**config.mk**
```make
export PLATFORM = sky130hd
export DESIGN_NAME = fetch_stage
export DESIGN_NICKNAME = d
export VERILOG_FILES = /design/src/rtl/fetch_stage.sv
export SDC_FILE = /design/constraint.sdc
export NUM_CORES = 1
export LEC_CHECK = 0
export ABC_AREA = 0
export ABC_CLOCK_PERIOD_IN_PS = 5200
export BUFFER_PORTS_ARGS = -buffer_cell sky130_fd_sc_hd__buf_2
export CORE_MARGIN = 10
export CORE_UTILIZATION = 58
export CTS_BUF_LIST = sky130_fd_sc_hd__clkbuf_16
export DETAILED_ROUTE_END_ITERATION = 7
export PLACE_DENSITY = 0.87
export SYNTH_ARGS = -nofsm -noshare
export SYNTH_HDL_FRONTEND = slang
export SYNTH_SLANG_ARGS = --single-unit
```
**constraint.sdc**
```tcl
create_clock -name clk -period 5.2 [get_ports clk]
set_input_delay 0.26 -clock clk [delete_from_list [all_inputs] [get_ports clk]]
set_output_delay 0.26 -clock clk [all_outputs]
set_load 0.03 [all_outputs]
```
**src/rtl/fetch_stage.sv**
```systemverilog
// fetch_stage: instruction fetch with PC ownership, variable-latency imem
// request/ready handshake, stall/redirect handling and the IF/ID register.
// Optional retired-fetch / bubble counters are built when FETCH_PERF_CNT_EN is defined.
module fetch_stage #(
  parameter logic [31:0] RESET_PC  = 32'h0000_0000,
  parameter logic [31:0] NOP_INSTR = 32'h0000_0000
) (
  input  logic        clk,
  input  logic        rst_n,
  input  logic        stall,
  input  logic        id_redirect,
  input  logic [31:0] id_target,
  input  logic        ex_redirect,
  input  logic [31:0] ex_target,
  output logic        imem_req,
  output logic [31:0] imem_addr,
  input  logic        imem_ready,
  input  logic [31:0] imem_rdata,
  output logic [31:0] if_id_instr,
  output logic [31:0] if_id_pc4,
  output logic        if_id_valid,
  output logic [5:0]  op,
  output logic [5:0]  func,
  output logic [31:0] perf_fetched,
  output logic [31:0] perf_bubbles
);

  localparam int unsigned XLEN = 32;
  localparam logic [XLEN-1:0] PC_STEP = XLEN'(4);

  typedef enum logic [1:0] {
    S_FETCH = 2'd0,
    S_DRAIN = 2'd1,
    S_HELD  = 2'd2
  } state_e;

  state_e          state_q, state_d;
  logic [XLEN-1:0] pc_q, pc_d;
  logic [XLEN-1:0] pend_q, pend_d;
  logic [XLEN-1:0] buf_q, buf_d;
  logic [XLEN-1:0] instr_q, instr_d;
  logic [XLEN-1:0] pc4_q, pc4_d;
  logic            valid_q, valid_d;
  logic            req_q, req_d;

  logic            redir;
  logic [XLEN-1:0] tgt;
  logic [XLEN-1:0] pc_plus4;
  logic            take_bubble;
  logic            take_load;
  logic [XLEN-1:0] load_data;

  // Redirect select: the older instruction (EX) wins over ID.
  assign redir    = ex_redirect | id_redirect;
  assign tgt      = ex_redirect ? ex_target : id_target;
  assign pc_plus4 = pc_q + PC_STEP;

  // Next-state, PC, holding buffer and IF/ID update.
  always_comb begin
    state_d     = state_q;
    pc_d        = pc_q;
    pend_d      = pend_q;
    buf_d       = buf_q;
    instr_d     = instr_q;
    pc4_d       = pc4_q;
    valid_d     = valid_q;
    take_bubble = 1'b0;
    take_load   = 1'b0;
    load_data   = '0;

    case (state_q)
      S_FETCH: begin
        if (req_q && imem_ready) begin
          if (redir) begin
            pc_d        = tgt;
            take_bubble = 1'b1;
          end else if (stall) begin
            buf_d   = imem_rdata;
            state_d = S_HELD;
          end else begin
            take_load = 1'b1;
            load_data = imem_rdata;
            pc_d      = pc_plus4;
          end
        end else if (redir) begin
          take_bubble = 1'b1;
          // An outstanding request must complete at its old address first.
          if (req_q) begin
            pend_d  = tgt;
            state_d = S_DRAIN;
          end else begin
            pc_d = tgt;
          end
        end else if (!stall) begin
          take_bubble = 1'b1;
        end
      end
      S_DRAIN: begin
        if (redir) begin
          pend_d      = tgt;
          take_bubble = 1'b1;
        end else if (!stall) begin
          take_bubble = 1'b1;
        end
        if (imem_ready) begin
          pc_d    = redir ? tgt : pend_q;
          state_d = S_FETCH;
        end
      end
      S_HELD: begin
        if (redir) begin
          pc_d        = tgt;
          take_bubble = 1'b1;
          state_d     = S_FETCH;
        end else if (!stall) begin
          take_load = 1'b1;
          load_data = buf_q;
          pc_d      = pc_plus4;
          state_d   = S_FETCH;
        end
      end
      default: state_d = S_FETCH;
    endcase

    // Bubbles keep pc4; real loads carry the fetched word's PC+4.
    if (take_bubble) begin
      instr_d = NOP_INSTR;
      valid_d = 1'b0;
    end else if (take_load) begin
      instr_d = load_data;
      pc4_d   = pc_plus4;
      valid_d = 1'b1;
    end

    req_d = (state_d != S_HELD);
  end

  // State and pipeline register update.
  always_ff @(posedge clk or negedge rst_n) begin
    if (!rst_n) begin
      state_q <= S_FETCH;
      pc_q    <= RESET_PC;
      pend_q  <= '0;
      buf_q   <= '0;
      instr_q <= NOP_INSTR;
      pc4_q   <= '0;
      valid_q <= 1'b0;
      req_q   <= 1'b0;
    end else begin
      state_q <= state_d;
      pc_q    <= pc_d;
      pend_q  <= pend_d;
      buf_q   <= buf_d;
      instr_q <= instr_d;
      pc4_q   <= pc4_d;
      valid_q <= valid_d;
      req_q   <= req_d;
    end
  end

  assign imem_req    = req_q;
  assign imem_addr   = pc_q;
  assign if_id_instr = instr_q;
  assign if_id_pc4   = pc4_q;
  assign if_id_valid = valid_q;
  assign op          = instr_q[31:26];
  assign func        = instr_q[5:0];

`ifdef FETCH_PERF_CNT_EN
  logic [XLEN-1:0] fetched_q, fetched_d;
  logic [XLEN-1:0] bubbles_q, bubbles_d;

  // Count every IF/ID load, split by real instruction vs bubble.
  always_comb begin
    fetched_d = fetched_q + XLEN'(take_load);
    bubbles_d = bubbles_q + XLEN'(take_bubble);
  end

  // Counter registers.
  always_ff @(posedge clk or negedge rst_n) begin
    if (!rst_n) begin
      fetched_q <= '0;
      bubbles_q <= '0;
    end else begin
      fetched_q <= fetched_d;
      bubbles_q <= bubbles_d;
    end
  end

  assign perf_fetched = fetched_q;
  assign perf_bubbles = bubbles_q;
`else
  assign perf_fetched = '0;
  assign perf_bubbles = '0;
`endif

endmodule

```
==> flow_summary.json <==
{
  "status": "complete, no violations",
  "drt_iter0_markers": 1788,
  "p_int_uw": 3330,
  "cts_buffers": 17,
  "setup_slack_ns": 1.72,
  "die_area_mm2": 0.0233,
  "layout-drive-gt1-share_pct": 24.5,
  "chipWidth_um": 153,
  "end_kind": "flip-flop",
  "setup_violations": 0,
  "fp-row-count": 48,
  "core_area_mm2": 0.0173,
  "gp_congestion": 1.02,
  "cts_buffer_depth": 2,
  "switchingPower_uw": 2950,
  "p_sw_share_pct": 47.0,
  "worstMarginPinSlew_ns": 1.14,
  "antenna_found_initial": 1,
  "p_comb_share_pct": 44.7,
  "route.detailed.wl_per_inst_um": 20.4,
  "grt_use_total_pct": 26.1,
  "arrival_ns": 3.77,
  "syn_inst": 1175,
  "drt_wl_total_um": 31600,
  "vias": 9578,
  "hold_class": "input port to flip-flop",
  "rsz0062_at_grt": "false",
  "max_freq_mhz": 288,
  "drcViolationCount": 0,
  "area_growth_pct": 12.2,
  "skew_ns": 0.0134,
  "seqPwrFrac_pct": 36.8,
  "viasPerCell": 6.20,
  "synth_seq_area_share_pct": 40.2,
  "ios": 276,
  "grt_overflow": 0,
  "synthesis.area_mm2": 0.0102,
  "layout_common_cells": "buf_2 (210), dfrtp_1 (164), nand2_1 (124)",
  "crit_path_max_fanout": 59,
  "grt_first_pass_wirelength_um": 50200,
  "grt_pass1_vias": 9086,
  "path_class": "flip-flop to flip-flop",
  "p_leak_uw": 0.00522,
  "grt_max_degree": 70,
  "drv_slew": 0,
  "min_period_ns": 3.48,
  "insertion_delay_ns": 0.44,
  "n_fill_cell": 1418,
  "clkTransAtPathRegs_ns": 0.06,
  "p_clk_share_pct": 18.5,
  "seq_area_mm2": 0.00410,
  "powerDensity_mw_per_mm2": 549,
  "yosys_warnings": 0,
  "hpwl_um": 23100,
  "htreeDepth": 4,
  "synth.distinct_cells": 70,
  "async_flop_share_pct": 100,
  "die_h_um": 153,
  "ys_seq_elements": 164,
  "critPathLaunchType": "flip-flop",
  "synth_edf_count": 0,
  "post-route-period-util_pct": 66.9,
  "fin_setup_tns_ns": 0,
  "final_common_cell": "buf_2",
  "nets": 1414,
  "finalHoldViolCount": 0,
  "yosys_most_used_dff": "dfrtp_1",
  "ir_drop_mv": 0.336,
  "pre_cts_ws_ns": 1.80,
  "ctsRootBufferMaster": "clkbuf_16",
  "worstPathRequired_ns": 5.49,
  "avgSynthCellArea_um2": 8.68,
  "multi_input_area_mm2": 0.00527,
  "cts.sinks": 164,
  "io_buffer_count": 211,
  "start_util_pct": 59.0,
  "drtAntennaViolNets": 0,
  "dr.pass1.iters": 6,
  "relSlewSlack_pct": 23.7,
  "max_cap_violations": 0,
  "cts_tree": "done"
}
## synth_stat cells (8+ instances only)
master / number / area share [%]
a211oi_1: 9 / 0.66
a21oi_1: 93 / 4.6
nand3_1: 15 / 0.74
mux2_2: 47 / 5.2
o21ai_0: 120 / 5.9
a22oi_1: 39 / 2.9
o22ai_1: 12 / 0.74
buf_2: 22 / 1.1
nand2_1: 124 / 4.6
buf_1: 9 / 0.33
nor2b_1: 9 / 0.55
xor2_1: 13 / 1.1
nand4_1: 10 / 0.61
xnor2_1: 34 / 2.9
inv_1: 17 / 0.63
nor4_1: 13 / 0.80
nor2_1: 97 / 3.6
mux2i_1: 33 / 3.2
dfrtp_1: 164 / 40
nor3_1: 23 / 1.1
o221ai_1: 8 / 0.69
buf_4: 81 / 6.0
clkbuf_1: 65 / 2.4
## area by class of cell
type,count,share of cell area [%]
Multi-Input combinational cell,879,46.0
Clock inverter,15,0.940
Clock buffer,17,3.72
Sequential cell,164,35.8
Antenna cell,1,0.0219
Tap cell,225,2.46
Inverter,17,0.557
Timing Repair Buffer,228,10.4
## state kept, by name (all words and copies together), names as in the netlist
register and flops:
buf_q 32, if_id_instr 32, if_id_pc4 32, if_id_valid 1, imem_addr 32, imem_req 1
pend_q 32, state_q 2
## per-layer routing
metal  track usage, %  wire, um
met1             35.4     12700
met2             38.8     13900
met3             7.56      3960
met4             9.40      1060
met5                0         0
## what timing repair did
| action | in CTS | in global routing |
|---|---|---|
| hold buffers | 1 | 0 |
| hold endpoints to repair | 45 | 0 |
| gates resized for setup | 0 | 0 |
| setup buffers | 0 | 0 |
## stage by stage
step | cells | hold WS (ns) | utilization, % | area [um2] | power, uW
6_report | 1546 | 0.0675 | 66.2 | 11400 | 6280
5_1_grt | 1546 | 0.0591 | 66.2 | 11400 | 6620
4_1_cts | 1545 | 0.0586 | 66.2 | 11400 | 6200
3_5_place_dp | 1512 | 0.217 | 63.0 | 10900 | 5040
3_3_place_gp | 1512 | 0.213 | 63.0 | 10900 | 4930
2_1_floorplan | 1238 | -0.0356 | - | 10400 | 4240
## logic make-up after synthesis
kind of cell    count (synthesis)  share of synthesized area (%)
compound gates                346                           20.7
xor+xnor                       47                           4.04
fa+ha+maj                       5                          0.613
buf+inv                       195                           10.5
flops                         164                           40.2
mux                            80                           8.43
other cells                     1                         0.0368
simple gates                  337                           15.4
## power groups by stage
| stage | sequential [uW] | clock (uW) | combinational (uW) |
|---|---|---|---|
| 3_5_place_dp | 2300 | 0 | 2750 |
| 4_1_cts | 2280 | 1160 | 2760 |
| 3_3_place_gp | 2270 | 0 | 2670 |
| 2_1_floorplan | 2470 | 0 | 1780 |
| 6_report | 2310 | 1160 | 2810 |
| 5_1_grt | 2360 | 1220 | 3030 |
## path summary, 6_finish.rpt
check	startpoint	to	slack [ns]	cells after the start
worst max-delay path	state_q[0]$_DFF_PN0_	if_id_pc4[25]$_DFFE_PN0P_	1.72	9
worst min-delay path	imem_rdata[21]	buf_q[21]$_DFFE_PN0P_	0.07	2
worst max register to register	state_q[0]$_DFF_PN0_	if_id_pc4[25]$_DFFE_PN0P_	1.72	9
worst min register to register	if_id_pc4[18]$_DFFE_PN0P_	if_id_pc4[18]$_DFFE_PN0P_	0.48	2
max in group asynchronous	rst_n	imem_addr[10]$_DFFE_PN0P_	3.65	3
min in group asynchronous	rst_n	pend_q[26]$_DFFE_PN0P_	0.33	2
## worst max-delay path, cell delays in order (launching register included)
cell	delay, ns
dfrtp_1	0.43
inv_1	0.13
ha_1	0.48
and3_1	0.22
buf_4	0.37
nor2_1	0.11
or4_2	0.92
buf_4	0.41
nand2_1	0.13
o21ai_0	0.10
Power figures use the tool's default switching activity.
